### src/rtl/serializer_pkg.sv
// Shared types and helpers for the serializer_stream block.
package serializer_pkg;

    // Shifter sequencing states; PARITY_S is only reachable when
    // SERIALIZER_STREAM_PARITY_EN is defined.
    typedef enum logic [1:0] {
        IDLE_S   = 2'd0,
        SHIFT_S  = 2'd1,
        PARITY_S = 2'd2
    } state_t;

    // Effective word length in bits (1..W).
    typedef int unsigned word_len_t;

    // A length field of 0 selects the full bus width.
    function automatic word_len_t eff_len(input int unsigned mod_val, input int unsigned width);
        return (mod_val == 0) ? width : mod_val;
    endfunction

endpackage

### src/rtl/serializer_stream_if.sv
// Parallel word input stream with valid/ready handshake.
interface serializer_stream_if #(
    parameter int unsigned DATA_BUS_WIDTH = 16,
    parameter int unsigned DATA_MOD_WIDTH = $clog2(DATA_BUS_WIDTH)
);
    logic [DATA_BUS_WIDTH-1:0] data_i;
    logic [DATA_MOD_WIDTH-1:0] data_mod_i;
    logic                      msb_first_i;
    logic                      data_val_i;
    logic                      data_rdy_o;

    // Word producer side.
    modport master (
        output data_i,
        output data_mod_i,
        output msb_first_i,
        output data_val_i,
        input  data_rdy_o
    );

    // Serializer side.
    modport slave (
        input  data_i,
        input  data_mod_i,
        input  msb_first_i,
        input  data_val_i,
        output data_rdy_o
    );
endinterface

### src/rtl/serializer_hold_buf.sv
// One-entry holding buffer: keeps a word (data, length, bit order) that
// arrived while the shifter was busy, until the shifter reloads it.
module serializer_hold_buf #(
    parameter int unsigned DATA_BUS_WIDTH = 16,
    parameter int unsigned LEN_WIDTH      = 5
) (
    input  logic                      clk_i,
    input  logic                      arst_i,
    input  logic                      i_load,
    input  logic                      i_unload,
    input  logic [DATA_BUS_WIDTH-1:0] i_data,
    input  logic [LEN_WIDTH-1:0]      i_len,
    input  logic                      i_msb_first,
    output logic                      o_valid,
    output logic [DATA_BUS_WIDTH-1:0] o_data,
    output logic [LEN_WIDTH-1:0]      o_len,
    output logic                      o_msb_first
);
    logic                      r_valid;
    logic [DATA_BUS_WIDTH-1:0] r_data;
    logic [LEN_WIDTH-1:0]      r_len;
    logic                      r_msb_first;

    // Capture on load, release on unload; load and unload never coincide.
    always_ff @(posedge clk_i or posedge arst_i) begin
        if (arst_i) begin
            r_valid     <= 1'b0;
            r_data      <= '0;
            r_len       <= '0;
            r_msb_first <= 1'b0;
        end else if (i_load) begin
            r_valid     <= 1'b1;
            r_data      <= i_data;
            r_len       <= i_len;
            r_msb_first <= i_msb_first;
        end else if (i_unload) begin
            r_valid     <= 1'b0;
        end
    end

    assign o_valid     = r_valid;
    assign o_data      = r_data;
    assign o_len       = r_len;
    assign o_msb_first = r_msb_first;
endmodule

### src/rtl/serializer_stream.sv
// Parallel-to-serial converter with per-word length and bit order, a
// valid/ready input and a one-word holding buffer for gapless streaming.
// Optional feature: define SERIALIZER_STREAM_PARITY_EN to append an even
// parity bit after each word's data bits.
module serializer_stream
    import serializer_pkg::*;
#(
    parameter int unsigned DATA_BUS_WIDTH = 16,
    parameter int unsigned DATA_MOD_WIDTH = $clog2(DATA_BUS_WIDTH),
    parameter int unsigned MIN_LEN        = 3
) (
    input  logic                 clk_i,
    input  logic                 arst_i,
    serializer_stream_if.slave   in_if,
    output logic                 ser_data_o,
    output logic                 ser_data_val_o,
    output logic                 ser_last_o,
    output logic                 drop_o,
    output logic                 busy_o
);
    localparam int unsigned LEN_WIDTH = DATA_MOD_WIDTH + 1;
    typedef logic [LEN_WIDTH-1:0] len_t;
    localparam len_t LEN_ONE = len_t'(1);

`ifdef SERIALIZER_STREAM_PARITY_EN
    localparam logic PARITY_EN = 1'b1;
`else
    localparam logic PARITY_EN = 1'b0;
`endif

    // Shifter state
    state_t                    r_state;
    logic [DATA_BUS_WIDTH-1:0] r_shift;
    len_t                      r_len;
    len_t                      r_cnt;
    logic                      r_msb;
    logic                      r_par;
    // Registered serial outputs
    logic                      r_ser_data;
    logic                      r_ser_val;
    logic                      r_ser_last;
    logic                      r_drop;

    // Input side
    logic                      w_rdy;
    logic                      w_accept;
    logic [31:0]               w_in_len_n;
    len_t                      w_in_len;
    logic                      w_in_drop;

    // Holding buffer
    logic                      w_hold_valid;
    logic [DATA_BUS_WIDTH-1:0] w_hold_data;
    len_t                      w_hold_len;
    logic                      w_hold_msb;
    logic                      w_hold_load;
    logic                      w_hold_unload;

    // Shifter control
    logic                      w_last_data;
    logic                      w_free;
    logic [DATA_BUS_WIDTH-1:0] w_shifted;
    logic                      w_adv_bit;
    logic                      w_load;
    logic [DATA_BUS_WIDTH-1:0] w_ld_data;
    len_t                      w_ld_len;
    logic                      w_ld_msb;
    logic                      w_ld_first;

    state_t                    w_state_nx;
    logic [DATA_BUS_WIDTH-1:0] w_shift_nx;
    len_t                      w_len_nx;
    len_t                      w_cnt_nx;
    logic                      w_msb_nx;
    logic                      w_par_nx;
    logic                      w_ser_data_nx;
    logic                      w_ser_val_nx;
    logic                      w_ser_last_nx;

    assign w_rdy           = !w_hold_valid;
    assign in_if.data_rdy_o = w_rdy;
    assign w_accept        = in_if.data_val_i && w_rdy;
    assign w_in_len_n      = eff_len(32'(in_if.data_mod_i), DATA_BUS_WIDTH);
    assign w_in_len        = len_t'(w_in_len_n);
    assign w_in_drop       = (w_in_len_n < MIN_LEN);

    // The shifter can take a new word when idle or during the final cycle
    // of the current word (parity cycle when parity is enabled).
    assign w_last_data = (r_state == SHIFT_S) && (r_cnt == r_len - LEN_ONE);
    assign w_free      = (r_state == IDLE_S) || (r_state == PARITY_S) ||
                         (!PARITY_EN && w_last_data);

    assign w_hold_unload = w_free && w_hold_valid;
    assign w_hold_load   = w_accept && !w_in_drop && !w_free;

    // Buffered word has priority; it can only exist while the shifter is busy.
    assign w_load     = w_free && (w_hold_valid || (w_accept && !w_in_drop));
    assign w_ld_data  = w_hold_valid ? w_hold_data : in_if.data_i;
    assign w_ld_len   = w_hold_valid ? w_hold_len  : w_in_len;
    assign w_ld_msb   = w_hold_valid ? w_hold_msb  : in_if.msb_first_i;
    assign w_ld_first = w_ld_msb ? w_ld_data[DATA_BUS_WIDTH-1] : w_ld_data[0];

    assign w_shifted = r_msb ? {r_shift[DATA_BUS_WIDTH-2:0], 1'b0}
                             : {1'b0, r_shift[DATA_BUS_WIDTH-1:1]};
    assign w_adv_bit = r_msb ? w_shifted[DATA_BUS_WIDTH-1] : w_shifted[0];

    serializer_hold_buf #(
        .DATA_BUS_WIDTH (DATA_BUS_WIDTH),
        .LEN_WIDTH      (LEN_WIDTH)
    ) u_hold_buf (
        .clk_i       (clk_i),
        .arst_i      (arst_i),
        .i_load      (w_hold_load),
        .i_unload    (w_hold_unload),
        .i_data      (in_if.data_i),
        .i_len       (w_in_len),
        .i_msb_first (in_if.msb_first_i),
        .o_valid     (w_hold_valid),
        .o_data      (w_hold_data),
        .o_len       (w_hold_len),
        .o_msb_first (w_hold_msb)
    );

    // Next-state and next serial output values; a load overrides the
    // end-of-word transition so back-to-back words have no gap.
    always_comb begin
        w_state_nx    = r_state;
        w_shift_nx    = r_shift;
        w_len_nx      = r_len;
        w_cnt_nx      = r_cnt;
        w_msb_nx      = r_msb;
        w_par_nx      = r_par;
        w_ser_data_nx = 1'b0;
        w_ser_val_nx  = 1'b0;
        w_ser_last_nx = 1'b0;

        case (r_state)
            SHIFT_S: begin
                if (!w_last_data) begin
                    w_shift_nx    = w_shifted;
                    w_cnt_nx      = r_cnt + LEN_ONE;
                    w_par_nx      = r_par ^ w_adv_bit;
                    w_ser_data_nx = w_adv_bit;
                    w_ser_val_nx  = 1'b1;
                    w_ser_last_nx = !PARITY_EN && ((r_cnt + LEN_ONE) == (r_len - LEN_ONE));
                end else if (PARITY_EN) begin
                    w_state_nx    = PARITY_S;
                    w_ser_data_nx = r_par;
                    w_ser_val_nx  = 1'b1;
                    w_ser_last_nx = 1'b1;
                end else begin
                    w_state_nx = IDLE_S;
                end
            end
            PARITY_S: w_state_nx = IDLE_S;
            default:  w_state_nx = IDLE_S;
        endcase

        if (w_load) begin
            w_state_nx    = SHIFT_S;
            w_shift_nx    = w_ld_data;
            w_len_nx      = w_ld_len;
            w_cnt_nx      = '0;
            w_msb_nx      = w_ld_msb;
            w_par_nx      = w_ld_first;
            w_ser_data_nx = w_ld_first;
            w_ser_val_nx  = 1'b1;
            w_ser_last_nx = !PARITY_EN && (w_ld_len == LEN_ONE);
        end
    end

    // State and registered serial outputs.
    always_ff @(posedge clk_i or posedge arst_i) begin
        if (arst_i) begin
            r_state    <= IDLE_S;
            r_shift    <= '0;
            r_len      <= '0;
            r_cnt      <= '0;
            r_msb      <= 1'b0;
            r_par      <= 1'b0;
            r_ser_data <= 1'b0;
            r_ser_val  <= 1'b0;
            r_ser_last <= 1'b0;
            r_drop     <= 1'b0;
        end else begin
            r_state    <= w_state_nx;
            r_shift    <= w_shift_nx;
            r_len      <= w_len_nx;
            r_cnt      <= w_cnt_nx;
            r_msb      <= w_msb_nx;
            r_par      <= w_par_nx;
            r_ser_data <= w_ser_data_nx;
            r_ser_val  <= w_ser_val_nx;
            r_ser_last <= w_ser_last_nx;
            r_drop     <= w_accept && w_in_drop;
        end
    end

    assign ser_data_o     = r_ser_data;
    assign ser_data_val_o = r_ser_val;
    assign ser_last_o     = r_ser_last;
    assign drop_o         = r_drop;
    assign busy_o         = (r_state != IDLE_S) || w_hold_valid;
endmodule

### src/flat_wrapper.sv
// flat-port wrapper written by rule: the top's interface ports become plain ports
module serializer_stream_flat import serializer_pkg::*;
#(
    parameter int unsigned DATA_BUS_WIDTH = 16,
    parameter int unsigned DATA_MOD_WIDTH = $clog2(DATA_BUS_WIDTH),
    parameter int unsigned MIN_LEN        = 3
)
  (clk_i, arst_i, ser_data_o, ser_data_val_o, ser_last_o, drop_o, busy_o, in_if_data_i, in_if_data_mod_i, in_if_msb_first_i, in_if_data_val_i, in_if_data_rdy_o);
  serializer_stream_if #(.DATA_BUS_WIDTH(DATA_BUS_WIDTH), .DATA_MOD_WIDTH(DATA_MOD_WIDTH)) in_if_i ();
  input  logic clk_i;
  input  logic arst_i;
  output logic ser_data_o;
  output logic ser_data_val_o;
  output logic ser_last_o;
  output logic drop_o;
  output logic busy_o;
  input wire logic [$bits(in_if_i.data_i)-1:0] in_if_data_i;
  input wire logic [$bits(in_if_i.data_mod_i)-1:0] in_if_data_mod_i;
  input wire logic [$bits(in_if_i.msb_first_i)-1:0] in_if_msb_first_i;
  input wire logic [$bits(in_if_i.data_val_i)-1:0] in_if_data_val_i;
  output wire logic [$bits(in_if_i.data_rdy_o)-1:0] in_if_data_rdy_o;
  assign in_if_i.data_i = in_if_data_i;
  assign in_if_i.data_mod_i = in_if_data_mod_i;
  assign in_if_i.msb_first_i = in_if_msb_first_i;
  assign in_if_i.data_val_i = in_if_data_val_i;
  assign in_if_data_rdy_o = in_if_i.data_rdy_o;
  serializer_stream #(.DATA_BUS_WIDTH(DATA_BUS_WIDTH), .DATA_MOD_WIDTH(DATA_MOD_WIDTH), .MIN_LEN(MIN_LEN)) u_core (.clk_i(clk_i), .arst_i(arst_i), .in_if(in_if_i), .ser_data_o(ser_data_o), .ser_data_val_o(ser_data_val_o), .ser_last_o(ser_last_o), .drop_o(drop_o), .busy_o(busy_o));
endmodule
### config.mk
export PLATFORM = sky130hd
export DESIGN_NAME = serializer_stream_flat
export DESIGN_NICKNAME = d
export VERILOG_FILES = /design/src/rtl/serializer_pkg.sv /design/src/rtl/serializer_stream_if.sv /design/src/rtl/serializer_hold_buf.sv /design/src/rtl/serializer_stream.sv /design/src/flat_wrapper.sv
export SDC_FILE = /design/constraint.sdc
export NUM_CORES = 1
export LEC_CHECK = 0
export ABC_AREA = 1
export CAP_MARGIN = 0
export CORE_ASPECT_RATIO = 0.7
export CORE_UTILIZATION = 53
export DETAILED_ROUTE_END_ITERATION = 6
export GPL_ROUTABILITY_DRIVEN = 0
export GPL_TIMING_DRIVEN = 1
export PLACE_DENSITY = 0.74
export SYNTH_ARGS = -nofsm -noshare
export SYNTH_HDL_FRONTEND = slang
export SYNTH_SLANG_ARGS = --single-unit
export TNS_END_PERCENT = 1
### constraint.sdc
create_clock -name clk_i -period 2.1 [get_ports clk_i]
set_clock_uncertainty 0.1 [all_clocks]
set_input_delay 0.42 -clock clk_i [delete_from_list [all_inputs] [get_ports clk_i]]
set_output_delay 0.42 -clock clk_i [all_outputs]
set_load 0.05 [all_outputs]
Word level (Yosys, flattened, before mapping)
Cells that the tools add are included.
{"block": "op_classes", "n_addsub": 2, "magnitude_cmp": 1, "n_eq_ne": 7, "muxes": 27, "n_reduce_logical": 20}
{"cell": "$mux 16", "count": 5}
{"cell": "$lt 32x2->1 const B", "count": 1}
{"cell": "$mux 5", "count": 5}
{"cell": "$mux 1", "count": 14}
{"cell": "$eq 5x5->1", "count": 2}
{"cell": "$logic_and 1x1->1", "count": 7}
{"cell": "$mux 2", "count": 3}
{"cell": "$reduce_bool 2->1", "count": 3}
{"cell": "$add 5x1->5 const B", "count": 1}
{"cell": "$eq 5x1->1 const B", "count": 1}
{"cell": "$sub 5x1->5 const B", "count": 1}
{"cell": "$logic_not 4->1", "count": 1}
{"cell": "$logic_or 1x1->1", "count": 4}
{"cell": "$logic_not 1->1", "count": 3}
{"cell": "$ne 3x1->1 const B", "count": 1}
{"cell": "$eq 2x1->1 const B", "count": 1}
{"cell": "$eq 2x2->1 const B", "count": 1}
{"cell": "$logic_not 2->1", "count": 1}
{"cell": "$ne 2x2->1 const B", "count": 1}
{"cell": "$reduce_and 2->1", "count": 1}
{"block": "word_totals", "reg_bits": 56, "inputBits": 24, "output_inout_bits": 6}

Depth between registers and ports, before layout
Gate-level depths: netlist of the first run.
{"block": "depth", "ltp_word": 9, "depth_mapped": 15, "mapped_depth_nobuf": 14}

Hierarchy
A second synthesis of the first run with hierarchy kept.
{"block": "hier_totals", "hier_cells": 405, "area_unflattened_um2": 3064.2}
{"module": "serializer_stream", "instances": 1, "cells_each": 307, "area_each_um2": 2184.6, "seq_area_each_um2": 800.8}
{"module": "serializer_hold_buf", "instances": 1, "cells_each": 98, "area_each_um2": 879.6, "seq_area_each_um2": 575.6}

Least setup slack after synthesis of the first run
OpenSTA, ideal clock, no wires.
{"block": "synth_path", "path_type": "reg-to-reg", "start": "register u_core.u_hold_buf.r_valid, in the netlist u_core.u_hold_buf.o_valid", "end": "register u_core.u_hold_buf.r_data[0], in the netlist u_core.u_hold_buf.o_data[0]", "arrival_ns": 1.692, "setup_slack_ns": 0.185, "path_stages_with_launch": 9, "period_less_slack_ns": 1.915, "path_cell_list": "dfrtp_1 > buf_2 > clkinv_1 > nand3_1 > buf_2 > nor2_8 > buf_6 > nand2_1 > nand2_1"}
{"block": "synth_via", "elab_chain_cells": 4}
{"element": "from (decl)", "line": "serializer_hold_buf.sv:19", "source": "logic r_valid;"}
{"element": "from (signal assigned)", "line": "serializer_hold_buf.sv:27", "source": "r_valid <= 1'b0;"}
{"element": "from (signal assigned)", "line": "serializer_hold_buf.sv:32", "source": "r_valid <= 1'b1;"}
{"element": "from (signal assigned)", "line": "serializer_hold_buf.sv:37", "source": "r_valid <= 1'b0;"}
{"element": "$logic_not 1->1", "line": "serializer_stream.sv:80", "source": "assign w_rdy = !w_hold_valid;"}
{"element": "via in_if_data_rdy_o", "line": "flat_wrapper.sv:21", "source": "output wire logic [$bits(in_if_i.data_rdy_o)-1:0] in_if_data_rdy_o;"}
{"element": "$logic_and 1x1->1", "line": "serializer_stream.sv:82", "source": "assign w_accept = in_if.data_val_i && w_rdy;"}
{"element": "$logic_and 1x1->1 (2 in a row)", "line": "serializer_stream.sv:94", "source": "assign w_hold_load = w_accept && !w_in_drop && !w_free;"}
{"element": "to (signal assigned)", "line": "serializer_hold_buf.sv:33", "source": "r_data <= i_data;"}
{"element": "to (decl)", "line": "serializer_hold_buf.sv:20", "source": "logic [DATA_BUS_WIDTH-1:0] r_data;"}
The timed path passes the listed nets, and every way through them passes these cells.
A chain may end at the register's enable or synchronous reset.

Final worst setup path of the first run
{"block": "layout_path", "start": "register u_core.r_len[0]", "end": "register u_core.u_hold_buf.r_data[5], in the netlist u_core.u_hold_buf.o_data[5]"}
{"block": "layout_via", "elab_chain_cells": 6}
{"element": "from (decl)", "line": "serializer_stream.sv:34", "source": "len_t r_len;"}
{"element": "from (signal assigned)", "line": "serializer_stream.sv:188", "source": "r_len <= w_len_nx;"}
{"element": "$sub 5x1->5", "line": "serializer_stream.sv:89", "source": "assign w_last_data = (r_state == SHIFT_S) && (r_cnt == r_len - LEN_ONE);"}
{"element": "$eq 5x5->1", "line": "serializer_stream.sv:89"}
{"element": "$logic_and 1x1->1", "line": "serializer_stream.sv:89"}
{"element": "$logic_or 1x1->1", "line": "serializer_stream.sv:90", "source": "assign w_free = (r_state == IDLE_S) || (r_state == PARITY_S) ||"}
{"element": "$logic_not 1->1", "line": "serializer_stream.sv:94"}
{"element": "$logic_and 1x1->1", "line": "serializer_stream.sv:94"}
No other way between the ends.

==> impl_results.md, run 1 <==
* DRT Pass-1 Iters at 4
* Hpwl dp at 5.05 mm
* Area post-placement at 3670 um^2
* Clk buf depth at 2
* Most common cell after layout, fill and taps aside: nand2_1
* Fin area at 3920 um^2
* Req. time, crit path at roughly 2.2 ns
* Antenna viol nets, final at 0
* Syn Inst Count at 404
* Pleak at 1.98 nW
* Post-cts hold buffer count at 0
* Fin nets at 479
* Worst skew pair latency at between 0.3 and 0.4 ns
* FMAX at 0.470 GHz
* Via count at 2782
* Cell Pwr Density at 1470 nW/um^2
* Clk root buf: clkbuf_8
* Maximum vdd ir drop at 676 uV
* Status: complete, but fails checks
* Worst-path fanout max at 8
* Final setup fails at 8
* Worst slew margin at 64.2%
* Mean Syn Cell Area at 7.72 um^2
* Biggest cell delay along the critical path at ~0.38 ns
* Final core utilization at between 70 and 80%
* CP startpoint kind: flip-flop
* RSZ-0062 raised after global routing: yes
* Starting DRT DRC Count at 206
* Max-slew violations at 0
* GRT overflow at 0
* First-pass GRT wire length at between 10 and 15 mm
* Final hold vios at 0
* Synth top area cells: dfrtp_1, nand2_1, o21ai_0, nand3_1, mux2i_1
* CP arrival at 2.23 ns
* Post-layout min period at between 2 and 2.5 ns
* Initial core utilization at 57.2%
* Slowest CP cell: dfrtp_1
* Clk slew on worst S/H paths at around 0.10 ns
* # clock sinks at 55
* Final WS setup at -0.0276 ns
* CP most frequent cell: nand2_1
* Critical Path, Cell by Cell: inv_2, ha_4, inv_2, nand2_2, nand2_1, nor2_1, nand3_1, nor2_1, nand2_2, nand2_8, buf_12, nor2_8, clkbuf_16, nand2_1, nand2_1
* Gr usage total at 25.8%
* CTS tree: done
* H-tree depth at 2
* Largest net degree at the start of global routing at 56
* I/O pin count at 30
* Most frequent cells in the layout: nand2_1, dfrtp_1, o21ai_0
* Max-Cap Viols at 0
* Via density at 5.30
* Initial antenna violation count at 0
* FP Rows at 22
* CP endpoint kind: flip-flop
* Min-Delay Path Class: in -> async
* CORE AREA at 5450 um^2
* Syn Nets at 430
* Yosys reg bits at 55
* Synth cell types at 33
* Post-synthesis sequential area ratio at 44.1%
* Yosys warns at 0
* Vias in the first global route at between 2000 and 2500
* CP Class: reg -> reg
* Layout area overhead at 25.8%
* CP bufs+invs at 4
* Crit path max-delay family: simple AND/OR/NAND/NOR gates
* Antenna cells at 0
* DR WL/cell at 14.2 um
* Post-synth top area cell: dfrtp_1
* Die boundary height at between 60 and 70 um
* Die W at 93.7 um
* Failing checks: setup timing
* Tightest Pin Transition at 0.535 ns
* IO Port Bufs at 29
* Share of cells above drive strength 1 at 22.1%
* Period utilization at 101%
* Post-synth top area share at 44.1%
* Clock buffers created by TritonCTS at 5
* Mapped Area at 3120 um^2
* Drc violations at 0
* Final wirelength at 7.44 mm
* Die Area at 6200 um^2
## final timing paths
kind	from	slack, ns	to	cells after the start
worst max register to register	u_core.r_len[0]	-0.03	u_core.u_hold_buf.o_data[5]	15
worst min-delay path	arst_i	0.37	u_core.r_shift[5]	3
min in group clk_i	u_core.u_hold_buf.o_data[4]	0.39	u_core.u_hold_buf.o_data[4]	2
max in group asynchronous	arst_i	1.27	u_core.u_hold_buf.o_valid	3
worst max-delay path	u_core.r_len[0]	-0.03	u_core.u_hold_buf.o_data[5]	15
worst min register to register	u_core.u_hold_buf.o_data[4]	0.39	u_core.u_hold_buf.o_data[4]	2
## worst reg2reg max path, cell delays in order (launching register included)
cell       delay [ns]
dfrtp_1          0.38
inv_2            0.06
ha_4             0.28
inv_2            0.03
nand2_2          0.04
nand2_1          0.05
nor2_1           0.12
nand3_1          0.09
nor2_1           0.15
nand2_2          0.12
nand2_8          0.13
buf_12           0.14
nor2_8           0.06
clkbuf_16        0.17
nand2_1          0.06
nand2_1          0.05
## state kept, by name, indices dropped and copies added, names as in the netlist, 5 cells and up
| register | cells |
|---|---|
| u_core.u_hold_buf.o_data | 16 |
| u_core.u_hold_buf.o_len | 5 |
| u_core.r_cnt | 5 |
| u_core.r_len | 5 |
| u_core.r_shift | 16 |
## per-stage QoR
| step | total power, mW | cells | setup slack, ns | hold slack [ns] | TNS, ns |
|---|---|---|---|---|---|
| after global placement | 4.76 | 513 | -0.0365 | 0.375 | -0.243 |
| after global routing | 6.26 | 525 | -0.128 | 0.393 | -4.11 |
| after CTS | 5.49 | 520 | 0.00277 | 0.389 | 0 |
| final | 5.76 | 525 | -0.0276 | 0.373 | -0.130 |
| after detailed placement | 4.87 | 513 | -0.137 | 0.382 | -2.38 |
| after floorplan | 4.03 | 404 | 0.185 | 0.359 | 0 |
## cell type report
class | count | area, um^2
timing repair buffer | 63 | 676
multi-input combinational | 298 | 1580
sequential | 55 | 1380
clock buffer | 6 | 82.6
clock inverter | 1 | 5.00
inverter | 30 | 114
tap | 72 | 90.1
fill | 410 | 1530
## where the power goes
part / internal, mW / switching [mW]
registers: 1.54 / 0.363
clock network: 0.260 / 0.358
logic: 1.37 / 1.87
total: 3.17 / 2.59
## layer usage
| layer | wire length, um | global-route usage (%) |
|---|---|---|
| met5 | 0 | 0 |
| met4 | 52 | 6.73 |
| met3 | 302 | 4.94 |
| met2 | 3170 | 36.9 |
| met1 | 3920 | 39.7 |
## cells by family (layout without fill, tap and decap cells)
kind of cell	Yosys count	in the layout	share of synthesized area, %
multiplexers	16	16	5.17
adder cells (fa/ha/maj)	2	2	0.802
buffers and inverters	51	100	8.10
XOR/XNOR	4	4	1.12
flip-flops	55	55	44.1
AND/OR/NAND/NOR	210	210	29.2
AO/OA/AOI/OAI	66	66	11.4
## synth_stat cells
cell	instances
xnor2_1	2
o21ai_2	5
nor3_1	1
inv_2	4
a21oi_2	1
dfrtp_1	55
nand2_4	1
nor2_8	1
clkbuf_2	1
o21a_1	1
o21ai_0	46
buf_2	6
o21ai_1	5
buf_6	6
nor2_2	3
o22ai_1	1
nor4_1	1
inv_1	25
nand4_1	1
nand3_1	40
xor2_1	2
a21oi_1	7
mux2i_1	15
nor2_1	14
buf_4	2
clkbuf_1	6
nand2_2	6
mux2_2	1
nand2_8	1
clkinv_1	1
ha_1	2
or2_2	2
nand2_1	139
## timing repair
action	in CTS	in global routing
gates resized for setup	1	38
pin swaps	2	6
cloned	0	2
endpoints found under the setup margin	20	50
setup buffers	0	3
No activity file was read; power rests on OpenSTA's default activity.
==> inputs of run 2 (changes only) <==
--- a/config.mk
+++ b/config.mk
@@ -9,10 +9,13 @@
 export CAP_MARGIN = 0
 export CORE_ASPECT_RATIO = 0.7
 export CORE_UTILIZATION = 53
+export CTS_CLUSTER_SIZE = 8
 export DETAILED_ROUTE_END_ITERATION = 6
 export GPL_ROUTABILITY_DRIVEN = 0
 export GPL_TIMING_DRIVEN = 1
 export PLACE_DENSITY = 0.74
+export RECOVER_POWER = 100
+export SETUP_SLACK_MARGIN = 0.2
 export SYNTH_ARGS = -nofsm -noshare
 export SYNTH_HDL_FRONTEND = slang
 export SYNTH_SLANG_ARGS = --single-unit
==> run 2 against run 1 <==
Effect of this change:
- the flow now finishes without violations
- clock power decreased by 0.8%
- combinational power rose by 13%
- fmax is 2.9% higher
- cell count is 0.57% higher
- die area unchanged
- power up 7.7%
- clock-buffer cell count did not move
- critical path type unchanged
- critical endpoint is now u_core.r_shift[6]
- largest cell class unchanged
- largest power group unchanged
==> impl_results.md, run 2 (synthesis results as in run 1) <==
* CORE AREA at 5450 um^2
* CP arrival at 2.22 ns
* Die W at about 94 um
* Clock buffers created by TritonCTS at 5
* Max-slew violations at 0
* R2R Setup Slk at 0.03 ns
* Fin nets at 482
* P_sw at 2.86 mW
* Min-Delay Path Class: reg -> reg
* Worst setup path endpoint: u_core.r_shift[6]
* CP startpoint kind: flip-flop
* Via density at between 5 and 6
* FF-to-FF Start: u_core.r_len[0]
* Vias in the first global route at ~2500
* Drc violations at 0
* Reg power frac at approximately 31%
* First-pass GRT wire length at 12.3 mm
* Final WS setup at 0.0314 ns
* Status: finished clean
* Clock power share at approximately a tenth
* RSZ-0062 raised after global routing: yes
* Hpwl dp at 5.15 mm
* Final core utilization at 74.1%
* Die boundary height at 66.2 um
* Pre-CTS setup slack at -0.145 ns
* Worst r2r dst: u_core.r_shift[6]
* Starting DRT DRC Count at 199
* Switch share at 46.1%
* Share of cells above drive strength 1 at 23.7%
* Initial core utilization at between 50% and 60%
* Final hold vios at 0
* CP endpoint kind: flip-flop
* Antenna viol nets, final at 0
* I/O pin count at 30
* # clock sinks at 55
* Maximum vdd ir drop at 696 uV
* Worst slew margin at 54.5%
* DR WL/cell at 15.2 um
* Largest net degree at the start of global routing at 24
* Initial antenna violation count at 0
* CTS tree: done
* Cell Pwr Density at 1540 nW/um^2
* Die Area at slightly above 6000 um^2
* Fin area at around 4000 um^2
* Worst-path fanout max at 8
* Layout area overhead at 29.4%
* Cell-internal power at 3.35 mW
* IO Port Bufs at 29
* Post-cts hold buffer count at 0
* FP Rows at 22
* Final wirelength at ~8.0 mm
* Final Total Pwr at 6.21 mW
* Max-Cap Viols at 0
* Fill cell count at 401
* FMAX at 0.483 GHz
* Clk buf depth at 2
* Req. time, crit path at 2.25 ns
* Clk root buf: clkbuf_8
* Critical Path Start: u_core.r_len[0]
* Period utilization at 98.5%
* Most common cell after layout, fill and taps aside: nand2_1
* Final setup fails at 0
* Clk slew on worst S/H paths at 0.10 ns
* GRT overflow at 0
* Area post-placement at 3680 um^2
* Most frequent cells in the layout: nand2_1, dfrtp_1, nand3_1
* Fin Setup TNS at 0 ns
* Comb pwr share at ~59%
* Antenna cells at 0
* Worst skew pair latency at about 0.32 ns
* Post-layout min period at 2.07 ns
* Gr usage total at between 20% and 30%
* Number of cells on the worst reg-to-reg path at 14
* Via count at 2866
* DRT Pass-1 Iters at 5
* Tightest Pin Transition at 0.682 ns
* Pleak at 2.01 nW
* H-tree depth at 2
* CP Class: reg -> reg
## run 2: cell type report
type,instances,area (um^2),share of cell area (%)
clock buffers,6,82.6,2.05
well taps,72,90.1,2.23
clock inverters,1,5.00,0.124
inverters,30,113,2.79
multi-input cells,302,1720,42.5
flip-flops and latches,55,1380,34.2
repair buffers,62,652,16.1
## run 2: through the flow
stage | hold slack (ns) | instances
after floorplan | 0.359 | 404
after global placement | 0.374 | 512
after detailed placement | 0.382 | 512
after CTS | 0.331 | 524
after global routing | 0.424 | 528
final | 0.387 | 528
## run 2: critical path, cell delays in order (launching register included)
cell and delay (ns):
dfrtp_1 0.37, inv_2 0.06, ha_4 0.28, inv_2 0.03, nand2_2 0.04, nand2_2 0.05, nor2_2 0.09, nand3_1 0.10
nor2_2 0.16, nand2_4 0.14, buf_6 0.17, nand2_8 0.09, buf_8 0.14, nand3_2 0.08, nand2_1 0.09
## run 2: repair_timing
action / 4_1_cts / 5_1_grt
setup buffers: 3 / 0
resized for setup: 9 / 69
pin swaps: 3 / 31
endpoints found under the setup margin: 58 / 59
gates cloned: 2 / 4
## run 2: power by group through the flow
| stage | Clock, mW | Combinational, mW | Sequential [mW] |
|---|---|---|---|
| 2_1_floorplan | 0 | 2.22 | 1.82 |
| 3_3_place_gp | 0 | 2.84 | 1.88 |
| 3_5_place_dp | 0 | 2.92 | 1.90 |
| 4_1_cts | 0.616 | 3.10 | 1.88 |
| 5_1_grt | 0.667 | 4.09 | 1.97 |
| 6_report | 0.614 | 3.67 | 1.92 |
## run 2: worst min-delay path by stage
stage	to	startpoint	cells past startpoint
after floorplan	u_core.u_hold_buf.o_len[4]	u_core.u_hold_buf.o_len[4]	2
after global placement	u_core.u_hold_buf.o_data[3]	u_core.u_hold_buf.o_data[3]	2
after detailed placement	u_core.u_hold_buf.o_data[13]	u_core.u_hold_buf.o_data[13]	2
after CTS	u_core.r_shift[0]	arst_i	2
after global routing	u_core.u_hold_buf.o_data[0]	u_core.u_hold_buf.o_data[0]	2
final	u_core.u_hold_buf.o_data[13]	u_core.u_hold_buf.o_data[13]	2
## run 2: per-layer routing
metal / up-vias / routed length (um) / track usage (%)
li1: 1420 / - / -
met1: 1356 / 3840 / 40.2
met2: 82 / 3680 / 38.0
met3: 8 / 436 / 5.63
met4: 0 / 85 / 6.35
met5: - / 0 / 0
==> inputs of run 3 (changes only) <==
--- a/config.mk
+++ b/config.mk
@@ -11,11 +11,11 @@
 export CORE_UTILIZATION = 53
 export CTS_CLUSTER_SIZE = 8
 export DETAILED_ROUTE_END_ITERATION = 6
-export GPL_ROUTABILITY_DRIVEN = 0
 export GPL_TIMING_DRIVEN = 1
 export PLACE_DENSITY = 0.74
 export RECOVER_POWER = 100
 export SETUP_SLACK_MARGIN = 0.2
+export SLEW_MARGIN = 20
 export SYNTH_ARGS = -nofsm -noshare
 export SYNTH_HDL_FRONTEND = slang
 export SYNTH_SLANG_ARGS = --single-unit
==> results of run 3 <==
The final DEF is identical to that of run 2; final timing and power are the same.
